### src/rtl/vga_tile_pixel_gen_if.sv
// Memory-side bus of the tile pixel generator: tile-map RAM and glyph ROM read ports.
// Both memories are synchronous read with one cycle of latency.
interface vga_tile_pixel_gen_if;
    logic [11:0] map_addr;
    logic [15:0] map_data;
    logic [11:0] glyph_addr;
    logic [7:0]  glyph_data;

    modport master (output map_addr, output glyph_addr, input map_data, input glyph_data);
    modport slave  (input map_addr, input glyph_addr, output map_data, output glyph_data);
endinterface

### src/rtl/vga_tile_pixel_gen.sv
// Tile/glyph pixel generator: 80x30 map of 8x16 glyphs to RGB332 with a blinking block
// cursor; five-stage pipeline keeps sync and blank aligned with the pixel data.
module vga_tile_pixel_gen #(
    parameter int unsigned BLINK_FRAMES = 32,
    parameter int unsigned MAP_COLS     = 80,
    parameter int unsigned MAP_ROWS     = 30
) (
    input  logic                  clk,
    input  logic                  reset,
    input  logic [9:0]            hcount_in,
    input  logic [9:0]            vcount_in,
    input  logic                  bright_in,
    input  logic                  hsync_in,
    input  logic                  vsync_in,
    input  logic                  cursor_en,
    input  logic [6:0]            cursor_col,
    input  logic [4:0]            cursor_row,
    vga_tile_pixel_gen_if.master  mem,
    output logic [7:0]            rgb,
    output logic                  hsync,
    output logic                  vsync,
    output logic                  bright
);
    localparam int unsigned CNT_W = (BLINK_FRAMES > 2) ? $clog2(BLINK_FRAMES) : 1;
    localparam logic [CNT_W-1:0] CNT_LAST = CNT_W'(BLINK_FRAMES - 1);

    function automatic logic [7:0] palette(input logic [3:0] idx);
        logic [7:0] c;
        case (idx)
            4'h0: c = 8'h00;  4'h1: c = 8'h03;  4'h2: c = 8'h1C;  4'h3: c = 8'h1F;
            4'h4: c = 8'hE0;  4'h5: c = 8'hE3;  4'h6: c = 8'hFC;  4'h7: c = 8'hFF;
            4'h8: c = 8'h49;  4'h9: c = 8'h4B;  4'hA: c = 8'h5D;  4'hB: c = 8'h5F;
            4'hC: c = 8'hE9;  4'hD: c = 8'hEB;  4'hE: c = 8'hFD;  default: c = 8'hB6;
        endcase
        return c;
    endfunction

    logic [11:0]      map_addr_q, map_addr_d, glyph_addr_q, glyph_addr_d, row_ext;
    logic [7:0]       rgb_q, rgb_d;
    logic [4:0]       bright_sr_q, bright_sr_d, hs_sr_q, hs_sr_d, vs_sr_q, vs_sr_d;
    logic [2:0]       xoff1_q, xoff1_d, xoff2_q, xoff2_d, xoff3_q, xoff3_d, xoff4_q, xoff4_d;
    logic [3:0]       grow1_q, grow1_d, grow2_q, grow2_d;
    logic [6:0]       col1_q, col1_d, col2_q, col2_d;
    logic [4:0]       row1_q, row1_d, row2_q, row2_d;
    logic [3:0]       fg3_q, fg3_d, bg3_q, bg3_d, fg4_q, fg4_d, bg4_q, bg4_d, colour;
    logic             hit3_q, hit3_d, hit4_q, hit4_d, pix;
    logic [CNT_W-1:0] frame_cnt_q, frame_cnt_d;
    logic             cursor_on_q, cursor_on_d, vs_prev_q, vs_prev_d;
    logic             unused_vcount_msb;

    // Tile rows only span 480 lines, so the top vcount bit never selects a row.
    assign unused_vcount_msb = vcount_in[9];

    always_comb begin
        // Stage 1: tile address (row*80 as two shifts) plus carried pixel coordinates.
        row_ext    = {7'd0, vcount_in[8:4]};
        map_addr_d = bright_in ? (row_ext << 6) + (row_ext << 4) + {5'd0, hcount_in[9:3]} : '0;
        xoff1_d    = hcount_in[2:0];
        grow1_d    = vcount_in[3:0];
        col1_d     = hcount_in[9:3];
        row1_d     = vcount_in[8:4];

        // Stage 2: wait for tile-map RAM data.
        xoff2_d = xoff1_q;
        grow2_d = grow1_q;
        col2_d  = col1_q;
        row2_d  = row1_q;

        // Stage 3: glyph address, colours and cursor match.
        glyph_addr_d = {mem.map_data[7:0], grow2_q};
        fg3_d        = mem.map_data[11:8];
        bg3_d        = mem.map_data[15:12];
        xoff3_d      = xoff2_q;
        hit3_d       = cursor_en & cursor_on_q & (col2_q == cursor_col) & (row2_q == cursor_row)
                     & (cursor_col < 7'(MAP_COLS)) & (cursor_row < 5'(MAP_ROWS));

        // Stage 4: wait for glyph ROM data.
        xoff4_d = xoff3_q;
        fg4_d   = fg3_q;
        bg4_d   = bg3_q;
        hit4_d  = hit3_q;

        // Stage 5: pixel select; a cursor hit swaps foreground and background.
        pix    = mem.glyph_data[3'd7 - xoff4_q];
        colour = (pix ^ hit4_q) ? fg4_q : bg4_q;
        rgb_d  = bright_sr_q[3] ? palette(colour) : '0;

        bright_sr_d = {bright_sr_q[3:0], bright_in};
        hs_sr_d     = {hs_sr_q[3:0], hsync_in};
        vs_sr_d     = {vs_sr_q[3:0], vsync_in};

        // Blink advances on vsync falling edges only, so it never changes mid-frame.
        vs_prev_d   = vsync_in;
        frame_cnt_d = frame_cnt_q;
        cursor_on_d = cursor_on_q;
        if (vs_prev_q && !vsync_in) begin
            if (frame_cnt_q == CNT_LAST) begin
                frame_cnt_d = '0;
                cursor_on_d = ~cursor_on_q;
            end else begin
                frame_cnt_d = frame_cnt_q + 1'b1;
            end
        end
    end

    always_ff @(posedge clk or posedge reset) begin
        if (reset) begin
            map_addr_q   <= '0;
            glyph_addr_q <= '0;
            rgb_q        <= '0;
            bright_sr_q  <= '0;
            hs_sr_q      <= '1;
            vs_sr_q      <= '1;
            xoff1_q      <= '0;
            xoff2_q      <= '0;
            xoff3_q      <= '0;
            xoff4_q      <= '0;
            grow1_q      <= '0;
            grow2_q      <= '0;
            col1_q       <= '0;
            col2_q       <= '0;
            row1_q       <= '0;
            row2_q       <= '0;
            fg3_q        <= '0;
            bg3_q        <= '0;
            fg4_q        <= '0;
            bg4_q        <= '0;
            hit3_q       <= 1'b0;
            hit4_q       <= 1'b0;
            frame_cnt_q  <= '0;
            cursor_on_q  <= 1'b1;
            vs_prev_q    <= 1'b1;
        end else begin
            map_addr_q   <= map_addr_d;
            glyph_addr_q <= glyph_addr_d;
            rgb_q        <= rgb_d;
            bright_sr_q  <= bright_sr_d;
            hs_sr_q      <= hs_sr_d;
            vs_sr_q      <= vs_sr_d;
            xoff1_q      <= xoff1_d;
            xoff2_q      <= xoff2_d;
            xoff3_q      <= xoff3_d;
            xoff4_q      <= xoff4_d;
            grow1_q      <= grow1_d;
            grow2_q      <= grow2_d;
            col1_q       <= col1_d;
            col2_q       <= col2_d;
            row1_q       <= row1_d;
            row2_q       <= row2_d;
            fg3_q        <= fg3_d;
            bg3_q        <= bg3_d;
            fg4_q        <= fg4_d;
            bg4_q        <= bg4_d;
            hit3_q       <= hit3_d;
            hit4_q       <= hit4_d;
            frame_cnt_q  <= frame_cnt_d;
            cursor_on_q  <= cursor_on_d;
            vs_prev_q    <= vs_prev_d;
        end
    end

    assign mem.map_addr   = map_addr_q;
    assign mem.glyph_addr = glyph_addr_q;
    assign rgb            = rgb_q;
    assign bright         = bright_sr_q[4];
    assign hsync          = hs_sr_q[4];
    assign vsync          = vs_sr_q[4];
endmodule

### src/flat_wrapper.sv
// flat-port wrapper written by rule: the top's interface ports become plain ports
module vga_tile_pixel_gen_flat 
#(
    parameter int unsigned BLINK_FRAMES = 32,
    parameter int unsigned MAP_COLS     = 80,
    parameter int unsigned MAP_ROWS     = 30
)
  (clk, reset, hcount_in, vcount_in, bright_in, hsync_in, vsync_in, cursor_en, cursor_col, cursor_row, rgb, hsync, vsync, bright, mem_map_addr, mem_glyph_addr, mem_map_data, mem_glyph_data);
  vga_tile_pixel_gen_if mem_i ();
  input  logic clk;
  input  logic reset;
  input  logic [9:0] hcount_in;
  input  logic [9:0] vcount_in;
  input  logic bright_in;
  input  logic hsync_in;
  input  logic vsync_in;
  input  logic cursor_en;
  input  logic [6:0] cursor_col;
  input  logic [4:0] cursor_row;
  output logic [7:0] rgb;
  output logic hsync;
  output logic vsync;
  output logic bright;
  output wire logic [$bits(mem_i.map_addr)-1:0] mem_map_addr;
  output wire logic [$bits(mem_i.glyph_addr)-1:0] mem_glyph_addr;
  input wire logic [$bits(mem_i.map_data)-1:0] mem_map_data;
  input wire logic [$bits(mem_i.glyph_data)-1:0] mem_glyph_data;
  assign mem_map_addr = mem_i.map_addr;
  assign mem_glyph_addr = mem_i.glyph_addr;
  assign mem_i.map_data = mem_map_data;
  assign mem_i.glyph_data = mem_glyph_data;
  vga_tile_pixel_gen #(.BLINK_FRAMES(BLINK_FRAMES), .MAP_COLS(MAP_COLS), .MAP_ROWS(MAP_ROWS)) u_core (.clk(clk), .reset(reset), .hcount_in(hcount_in), .vcount_in(vcount_in), .bright_in(bright_in), .hsync_in(hsync_in), .vsync_in(vsync_in), .cursor_en(cursor_en), .cursor_col(cursor_col), .cursor_row(cursor_row), .mem(mem_i), .rgb(rgb), .hsync(hsync), .vsync(vsync), .bright(bright));
endmodule
### config.mk
export PLATFORM = sky130hd
export DESIGN_NAME = vga_tile_pixel_gen_flat
export DESIGN_NICKNAME = d
export VERILOG_FILES = /design/src/rtl/vga_tile_pixel_gen_if.sv /design/src/rtl/vga_tile_pixel_gen.sv /design/src/flat_wrapper.sv
export SDC_FILE = /design/constraint.sdc
export NUM_CORES = 1
export LEC_CHECK = 0
export CAP_MARGIN = 20
export CORE_MARGIN = 1
export CORE_UTILIZATION = 44
export CTS_CLUSTER_SIZE = 16
export DETAILED_ROUTE_END_ITERATION = 10
export PLACE_DENSITY = 0.77
export SKIP_CTS_REPAIR_TIMING = 1
export SYNTH_ARGS = -nofsm -noshare
export SYNTH_HDL_FRONTEND = slang
export SYNTH_SLANG_ARGS = --single-unit
### constraint.sdc
create_clock -name clk -period 3.7 [get_ports clk]
set_input_delay 0.555 -clock clk [delete_from_list [all_inputs] [get_ports clk]]
set_output_delay 0.555 -clock clk [all_outputs]
set_load 0.05 [all_outputs]
* Yosys cells after proc, flatten, opt, wreduce, memory -nomap -nowiden
Memory sizes are Yosys's and may differ from the RTL's. Cells that the tools add are included.
Storage, ports and cells: bits in registers 116, memory bits (read-only) 128, word-level logic and storage cells 52, memories kept 1
Memory list:
- (no name shown) | depth 16, bits a word 8, rd ports 1, clocked after Yosys merged registers in 0, wr ports 0, line vga_tile_pixel_gen.sv:29 | case (idx)
Cells by class: add/subtract/negate cells 4, order comparisons 3, equal/unequal tests 3, multiplexer cells 6, bitwise operators 7, reductions and logical operators 3
Operators by type and width (number):
- adder 11 x 9 -> 12 bit | 1
- adder 12 x 7 -> 12 bit | 1
- 2-to-1 mux 12 bit | 1
- 2-to-1 mux 8 bit | 1
- equality test 7 bit | 1
- < comparator 7 bit (second input constant) | 1
- adder 5 x 1 -> 5 bit (second input constant) | 1
- AND 1 bit | 5
- equality test 5 bit | 1
- equality test 5 bit (second input constant) | 1
- < comparator 5 bit (second input constant) | 1
- 2-to-1 mux 5 bit | 1
- < comparator 3 x 4 -> 1 bit (second input constant) | 1
- 2-to-1 mux 4 bit | 1
- binary-select mux 1 bit (select 3 bit) | 1
- subtractor 3 bit (first input constant) | 1
- AND reduction 2 bit | 1
- logical AND 1 bit | 1
- logical NOT 1 bit | 1
- 2-to-1 mux 1 bit | 1
- inverter 1 bit | 1
- bitwise XOR 1 bit | 1

* Longest topological paths before layout
Gate-level depths: netlist of run 1. An unclocked memory read counts as a cell.
word-level depth 7, mapped depth 8

* Least setup slack after synthesis of run 1
Ideal clock, no wire load.
kind input -> register, start point in hcount_in[9], end point reg u_core.map_addr_q[10] (netlist: u_core.mem.map_addr[10]), library setup time 134 ps, arrival time 2068 ps, required time 3566 ps, setup slack 1498 ps, stages on the path 8, buffers on the path 0, cells stage by stage inv_1 > fa_1 > inv_1 > ha_1 > a21o_1 > a21oi_1 > or3_1 > nand4_1
Between the ends: word-level cells in the longest chain between the ends 2
RTL lines:
- from (decl) | line flat_wrapper.sv:12 | input logic [9:0] hcount_in;
- adder 12 x 7 -> 12 bit | line vga_tile_pixel_gen.sv:57 | map_addr_d = bright_in ? (row_ext << 6) + (row_ext << 4) + {5'd0, hcount_in[9:3]} : '0;
- 2-to-1 mux 12 bit | line vga_tile_pixel_gen.sv:57
- named net u_core.map_addr_d[10] | line vga_tile_pixel_gen.sv:38 | logic [11:0] map_addr_q, map_addr_d, glyph_addr_q, glyph_addr_d, row_ext;
- to (signal assigned) | line vga_tile_pixel_gen.sv:134 | map_addr_q <= map_addr_d;
- to (decl) | line vga_tile_pixel_gen.sv:38
The timed path passes the listed nets, and every way through them passes these cells. A chain may end at the register's enable or synchronous reset.

* Worst setup path in the final report of run 1
start point in mem_glyph_data[4], end point reg u_core.rgb_q[3] (netlist: u_core.rgb[3])
Between the ends: word-level cells in the longest chain between the ends 6
RTL lines:
- from (decl) | line flat_wrapper.sv:27 | input wire logic [$bits(mem_i.glyph_data)-1:0] mem_glyph_data;
- binary-select mux 1 bit (select 3 bit) | line vga_tile_pixel_gen.sv:84 | pix = mem.glyph_data[3'd7 - xoff4_q];
- 2-to-1 mux 1 bit (not written as such) | line vga_tile_pixel_gen.sv:84
- bitwise XOR 1 bit | line vga_tile_pixel_gen.sv:85 | colour = (pix ^ hit4_q) ? fg4_q : bg4_q;
- 2-to-1 mux 4 bit | line vga_tile_pixel_gen.sv:85
- memory read (16 x 8 bit)
- 2-to-1 mux 8 bit | line vga_tile_pixel_gen.sv:86 | rgb_d = bright_sr_q[3] ? palette(colour) : '0;
- named net u_core.rgb_d[3] | line vga_tile_pixel_gen.sv:39 | logic [7:0] rgb_q, rgb_d;
- to (signal assigned) | line vga_tile_pixel_gen.sv:136 | rgb_q <= rgb_d;
- to (decl) | line vga_tile_pixel_gen.sv:39
The timed path passes the listed nets, and every way through them passes these cells. The select of a mux whose other input is x is not followed.

==> results.yml, run 1 <==
worst_hold_path:
  holdPathStages: 0
  min_to: "u_core.bg4_q[1]"
  min_path_type: "flip-flop to flip-flop"
  hold_start: "u_core.bg3_q[1]"
grt:
  grt_max_degree: 55
  grt_use_total_pct: 16.7
  antenna_found_initial: 0
  grt_pass1_wl_um: 11100
  top_usage_layer: "met2"
  grt_use_met1_pct: 18.4
  grt_pass1_vias: 2402
  grt_overflow_total: 0
  use_met2_pct: 27.1
  met3_usage_pct: 7.42
placed_design:
  gp_congestion: 0.796
  portBuffers: 95
  post-place-cells: 457
  dpl.hpwl_um: 4670
clock_tree:
  tritoncts: "yes"
  htreeDepth: 4
  clockBufferDepth: 2
  numCtsBuffers: 17
  clkLatencyLatePin_ps: 510
  cts.clk_slew.worst_paths_ps: 60
  clock-sinks: 113
  clock-root-buffer: "clkbuf_8"
synth:
  syn-num-nets: 339
  synth_top_area_share_pct: 65.5
  synth_top_cell_by_area: "dfrtp_1"
  postSynthAreaPerCell_um2: 14.8
  ys_seq_area_share_pct: 72.9
  netlist_instances: 264
  ys_seq_elements: 113
  synth_edf_count: 0
  ys_async_sr_fraction_pct: 100
  synth_area_leaders: "dfrtp_1 65%, dfstp_2 7.4%, ha_1 3.5%, xnor2_1 2.5%, nand3_1 1.7%"
  synth_flop_cell: "dfrtp_1"
  ys_types: 39
  ys.warnings.count: 0
  synth_area_um2: 3900
power:
  irDropWorstVdd_v: 0.000335
  powerDensity_nw_per_um2: 598
  p_leak_nw: 2.40
  power_mw: 3.30
critical_path:
  r2r_cells: 4
  rr_startpoint: "u_core.xoff4_q[1]"
  crit_path_start_kind: "primary input"
  critPathMaxFanout: 21
  cp.arrival_ps: 2880
  crit_required_ps: 4080
  r2r_setup_slack_ps: 1230
  worstSetupEndpointType: "flip-flop"
  r2r-end: "u_core.rgb[3]"
  timing_worst_setup_path_type: "primary input to flip-flop"
layout:
  layout_commonest_cell: "dfrtp_1"
  stdcell_count: 489
  num-fill-cells: 597
  diodes: 0
  final_cell_mix: "102 x dfrtp_1, 95 x clkdlybuf4s50_1, 16 x clkbuf_16, 13 x nand3_1, 13 x nand2_1"
  drive_gt1_share_pct: 12.5
  area_growth_pct: 41.4
  nets: 446
route:
  first_pass_iters: 4
  wl_um: 6860
  vias: 2428
  drt_iter0_markers: 58
  wl_per_cell_um: 14.0
  final_antenna_net_count: 0
  viasPerCell: 4.97
  drcViolationCount: 0
die:
  rows: 33
  dieHeight_um: 96.1
  dieWidth_um: 96.1
  die_area_um2: 9240
  fp.coreArea_um2: 8380
  start_util_pct: 46.5
  pin_count: 97
run:
  cap_violations: 0
sta:
  min_period_ps: 2500
  drv_slew: 0
  tns_ps: 0
  hold_violations: 0
  fmax_mhz: 399
  setup_viol: 0
  worst_pin_slew_ps: 888
  rsz0062_at_grt: "false"
  fin_crit_sh_pct: 67.7
  max_slew_margin_pct: 39.6
  fin_skew_ps: 7.32
status:
  outcome: "completed"
## synthesized netlist by cell type (all sizes together) (3+ instances only)
library cell  number
xnor2             11
nor4b              7
nand2             13
nand4              6
nor2               8
buf                4
nand3             13
inv               11
a21oi              3
ha                11
nor4               6
a21o               4
o21ai              7
dfrtp            102
dfstp             11
and2               7
or4                3
clkbuf             5
nor2b              6
## worst max path at each step
| stage | from | end | cells past startpoint |
|---|---|---|---|
| final | mem_glyph_data[4] | u_core.rgb[3] | 5 |
| after global routing | u_core.xoff4_q[1] | u_core.rgb[6] | 4 |
| after CTS | mem_glyph_data[4] | u_core.rgb[3] | 5 |
| after detailed placement | mem_glyph_data[4] | u_core.rgb[3] | 5 |
| after global placement | mem_glyph_data[4] | u_core.rgb[6] | 5 |
| after floorplan | reset | u_core.bg3_q[0] | 1 |
## worst max-delay path: stages
cell             delay, ps
clkdlybuf4s50_1        400
mux4_1                 510
mux2i_2                720
nor4_1                 140
or4_1                  550
## state kept, by name, summed over array words and instances (netlist names), 4 cells and up
register               flops
u_core.fg4_q               4
u_core.hs_sr_q             5
u_core.grow2_q             4
u_core.mem.glyph_addr     12
u_core.fg3_q               4
u_core.row1_q              5
u_core.vs_sr_q             5
u_core.bright_sr_q         5
u_core.col1_q              7
u_core.bg4_q               4
u_core.mem.map_addr       12
u_core.frame_cnt_q         5
u_core.grow1_q             4
u_core.bg3_q               4
u_core.row2_q              5
u_core.rgb                 6
u_core.col2_q              7
## cells by family (layout without fill, tap and decap cells)
kind of cell | after synthesis | after routing | synth area share [%]
and+or+nand+nor | 85 | 85 | 12.9
AOI/OAI and AO/OA | 18 | 18 | 2.86
muxes | 4 | 4 | 1.99
DFF | 113 | 113 | 72.9
xor gates and xnor gates | 11 | 11 | 2.47
buffers and inverters | 20 | 140 | 2.37
adders and majority gates | 13 | 13 | 4.56
## metrics by stage
stage	worst slack [ps]	utilization, %	cell area [um2]	hold slack [ps]
final	1200	65.8	5510	340
after floorplan	176	-	3900	331
after CTS	1230	65.8	5510	343
after detailed placement	681	59.0	4950	335
after global routing	1070	65.8	5510	352
after global placement	800	59.0	4950	331
## routing by layer
layer | wire (um) | part of all wire, %
met5 | 0 | 0
met4 | 108 | 1.6
met1 | 2610 | 38
met3 | 549 | 8.0
met2 | 3590 | 52
## cell type report
cell class,instances,area [um2],share of cell area (%)
Sequential cell,113,2840,51.6
Timing Repair Buffer,97,966,17.5
Multi-Input combinational cell,131,965,17.5
Clock buffer,17,414,7.51
Clock inverter,15,150,2.72
Tap cell,105,131,2.38
Inverter,11,43.8,0.795
## power by group
part	switching, mW	internal [mW]
Clock	0.607	0.910
Sequential	0.0416	1.33
Combinational	0.231	0.176
Total	0.879	2.42
(Power assumes the default switching activity.)
==> run 2, diff against run 1 <==
- clock period: 3.7 -> 2.2 ns (I/O delays scaled with it)
==> run 2 against run 1 <==
  * Total power increased by 77%
  * Critical path type unchanged
  * Clock power rose by 86%
  * Setup slack got worse by 1000 ps
  * Sequential power is 69% higher
  * Via count stayed put
  * Critical endpoint is now u_core.mem.map_addr[10]
  * Clock skew is essentially flat
  * Combinational power rose by 73%
==> results.yml, run 2 (synthesis gave the netlist of run 1 again) <==
power:
  pwr-share-seq_pct: 39.5
  power_switching_mw: 1.44
  swShare_pct: 24.6
  p_int_mw: 4.40
  power_frac_comb_pct: 12.0
  power.share.clock_pct: 48.4
  irDropWorstVdd_v: 0.000532
  powerDensity_nw_per_um2: 1040
  p_leak_nw: 2.49
  power_mw: 5.84
critical_path:
  cp.arrival_ps: 2440
  critPathMaxFanout: 3
  timing_worst_setup_path_type: "primary input to flip-flop"
  worstSetupEndpointType: "flip-flop"
  crit_path_start_kind: "primary input"
  crit_required_ps: 2590
sta:
  worst_pin_slew_ps: 587
  setup_viol: 0
  fin_crit_sh_pct: 93.4
  drv_slew: 0
  fin_skew_ps: 7.22
  fmax_mhz: 487
  hold_violations: 0
  tns_ps: 0
  rsz0062_at_grt: "false"
  max_slew_margin_pct: 60.9
  fin_ws_ps: 146
  min_period_ps: 2050
  hold_slack_ps: 220
route:
  first_pass_iters: 4
  wl_per_cell_um: 14.7
  drcViolationCount: 0
  drt_iter0_markers: 92
  final_antenna_net_count: 0
  viasPerCell: 4.90
  wl_um: 7280
  vias: 2428
placed_design:
  portBuffers: 95
  dpl-instance-area_um2: 5010
  dpl.hpwl_um: 4690
  gp_congestion: 0.840
  post-place-cells: 464
  place_ws_ps: -355
layout:
  fin_area_um2: 5640
  multiInputGateArea_um2: 965
  final_cell_mix: "102 x dfrtp_1, 93 x clkdlybuf4s50_1, 16 x clkbuf_16, 13 x nand3_1, 13 x nand2_1"
  drive_gt1_share_pct: 14.1
  seqCellArea_um2: 2840
  num-fill-cells: 592
  area_growth_pct: 44.6
  utilization_pct: 67.3
  layout_commonest_cell: "dfrtp_1"
  nets: 453
  stdcell_count: 496
  diodes: 0
grt:
  grt_use_total_pct: 17.6
  grt_pass1_wl_um: 11500
  grt_max_degree: 114
  grt_overflow_total: 0
  antenna_found_initial: 0
  grt_pass1_vias: 2454
clock_tree:
  tritoncts: "yes"
  cts.clk_slew.worst_paths_ps: 60
  numCtsBuffers: 17
  clockBufferDepth: 2
  clkLatencyLatePin_ps: 510
  clock-sinks: 113
  clock-root-buffer: "clkbuf_8"
  htreeDepth: 4
die:
  fp.coreArea_um2: 8380
  rows: 33
  dieHeight_um: 96.1
  die_area_um2: 9240
  dieWidth_um: 96.1
  start_util_pct: 46.5
  pin_count: 97
status:
  outcome: "completed"
run:
  cap_violations: 0
worst_hold_path:
  min_path_type: "primary input to flip-flop"
-- run 2: changes by cell type in the layout (fill, tap and decap cells not counted), sizes merged --
cell,before,now
buf,2,9
inv,19,14
bufinv,1,4
clkdlybuf4s50,95,93
clkinv,3,5
dlymetal6s2s,0,2
-- run 2: path summary, 6_finish.rpt --
kind                       slack (ps)         startpoint                 endpoint  depth (start not counted)
max                               150       hcount_in[9]  u_core.mem.map_addr[10]                          9
min                               220           hsync_in        u_core.hs_sr_q[0]                          1
max reg2reg                       190  u_core.xoff4_q[1]            u_core.rgb[6]                          5
min reg2reg                       340   u_core.col1_q[0]         u_core.col2_q[0]                          0
max in group asynchronous        1420              reset         u_core.col2_q[2]                          3
min in group asynchronous         310              reset        u_core.xoff1_q[2]                          3
-- run 2: final cells by class --
type                    instances  area share (%)
repair buffers                104            18.4
clock buffers                  17            7.34
flip-flops and latches        113            50.4
inverters                      11           0.799
multi-input cells             131            17.1
well taps                     105            2.33
clock inverters                15            3.66
-- run 2: power groups by stage --
stage,combinational [mW],clock (mW),sequential [mW]
2_1_floorplan,0.253,0,2.50
3_3_place_gp,0.691,0,2.34
3_5_place_dp,0.707,0,2.34
4_1_cts,0.713,2.89,2.31
5_1_grt,0.768,3.01,2.33
6_report,0.703,2.83,2.31
-- run 2: layer usage --
metal,vias up,GRT usage (%),wire length [um]
met5,-,0,0
met4,0,5.60,61
met3,8,10.4,659
met2,88,30.1,3820
met1,1190,18.0,2740
li1,1142,-,-
-- run 2: worst max-delay path, stage by stage --
cell	delay, ps
clkdlybuf4s50_1	470
inv_1	60
fa_1	590
inv_1	60
ha_1	290
a21o_1	190
a21oi_1	230
or3_1	150
nand4_1	70
==> run 3, diff against run 2 <==
- CAP_MARGIN: 20 -> 25
- CORE_MARGIN: 1 -> not set
==> results of run 3 <==
Same layout as run 2: the final DEF is identical, and so are final timing and power.
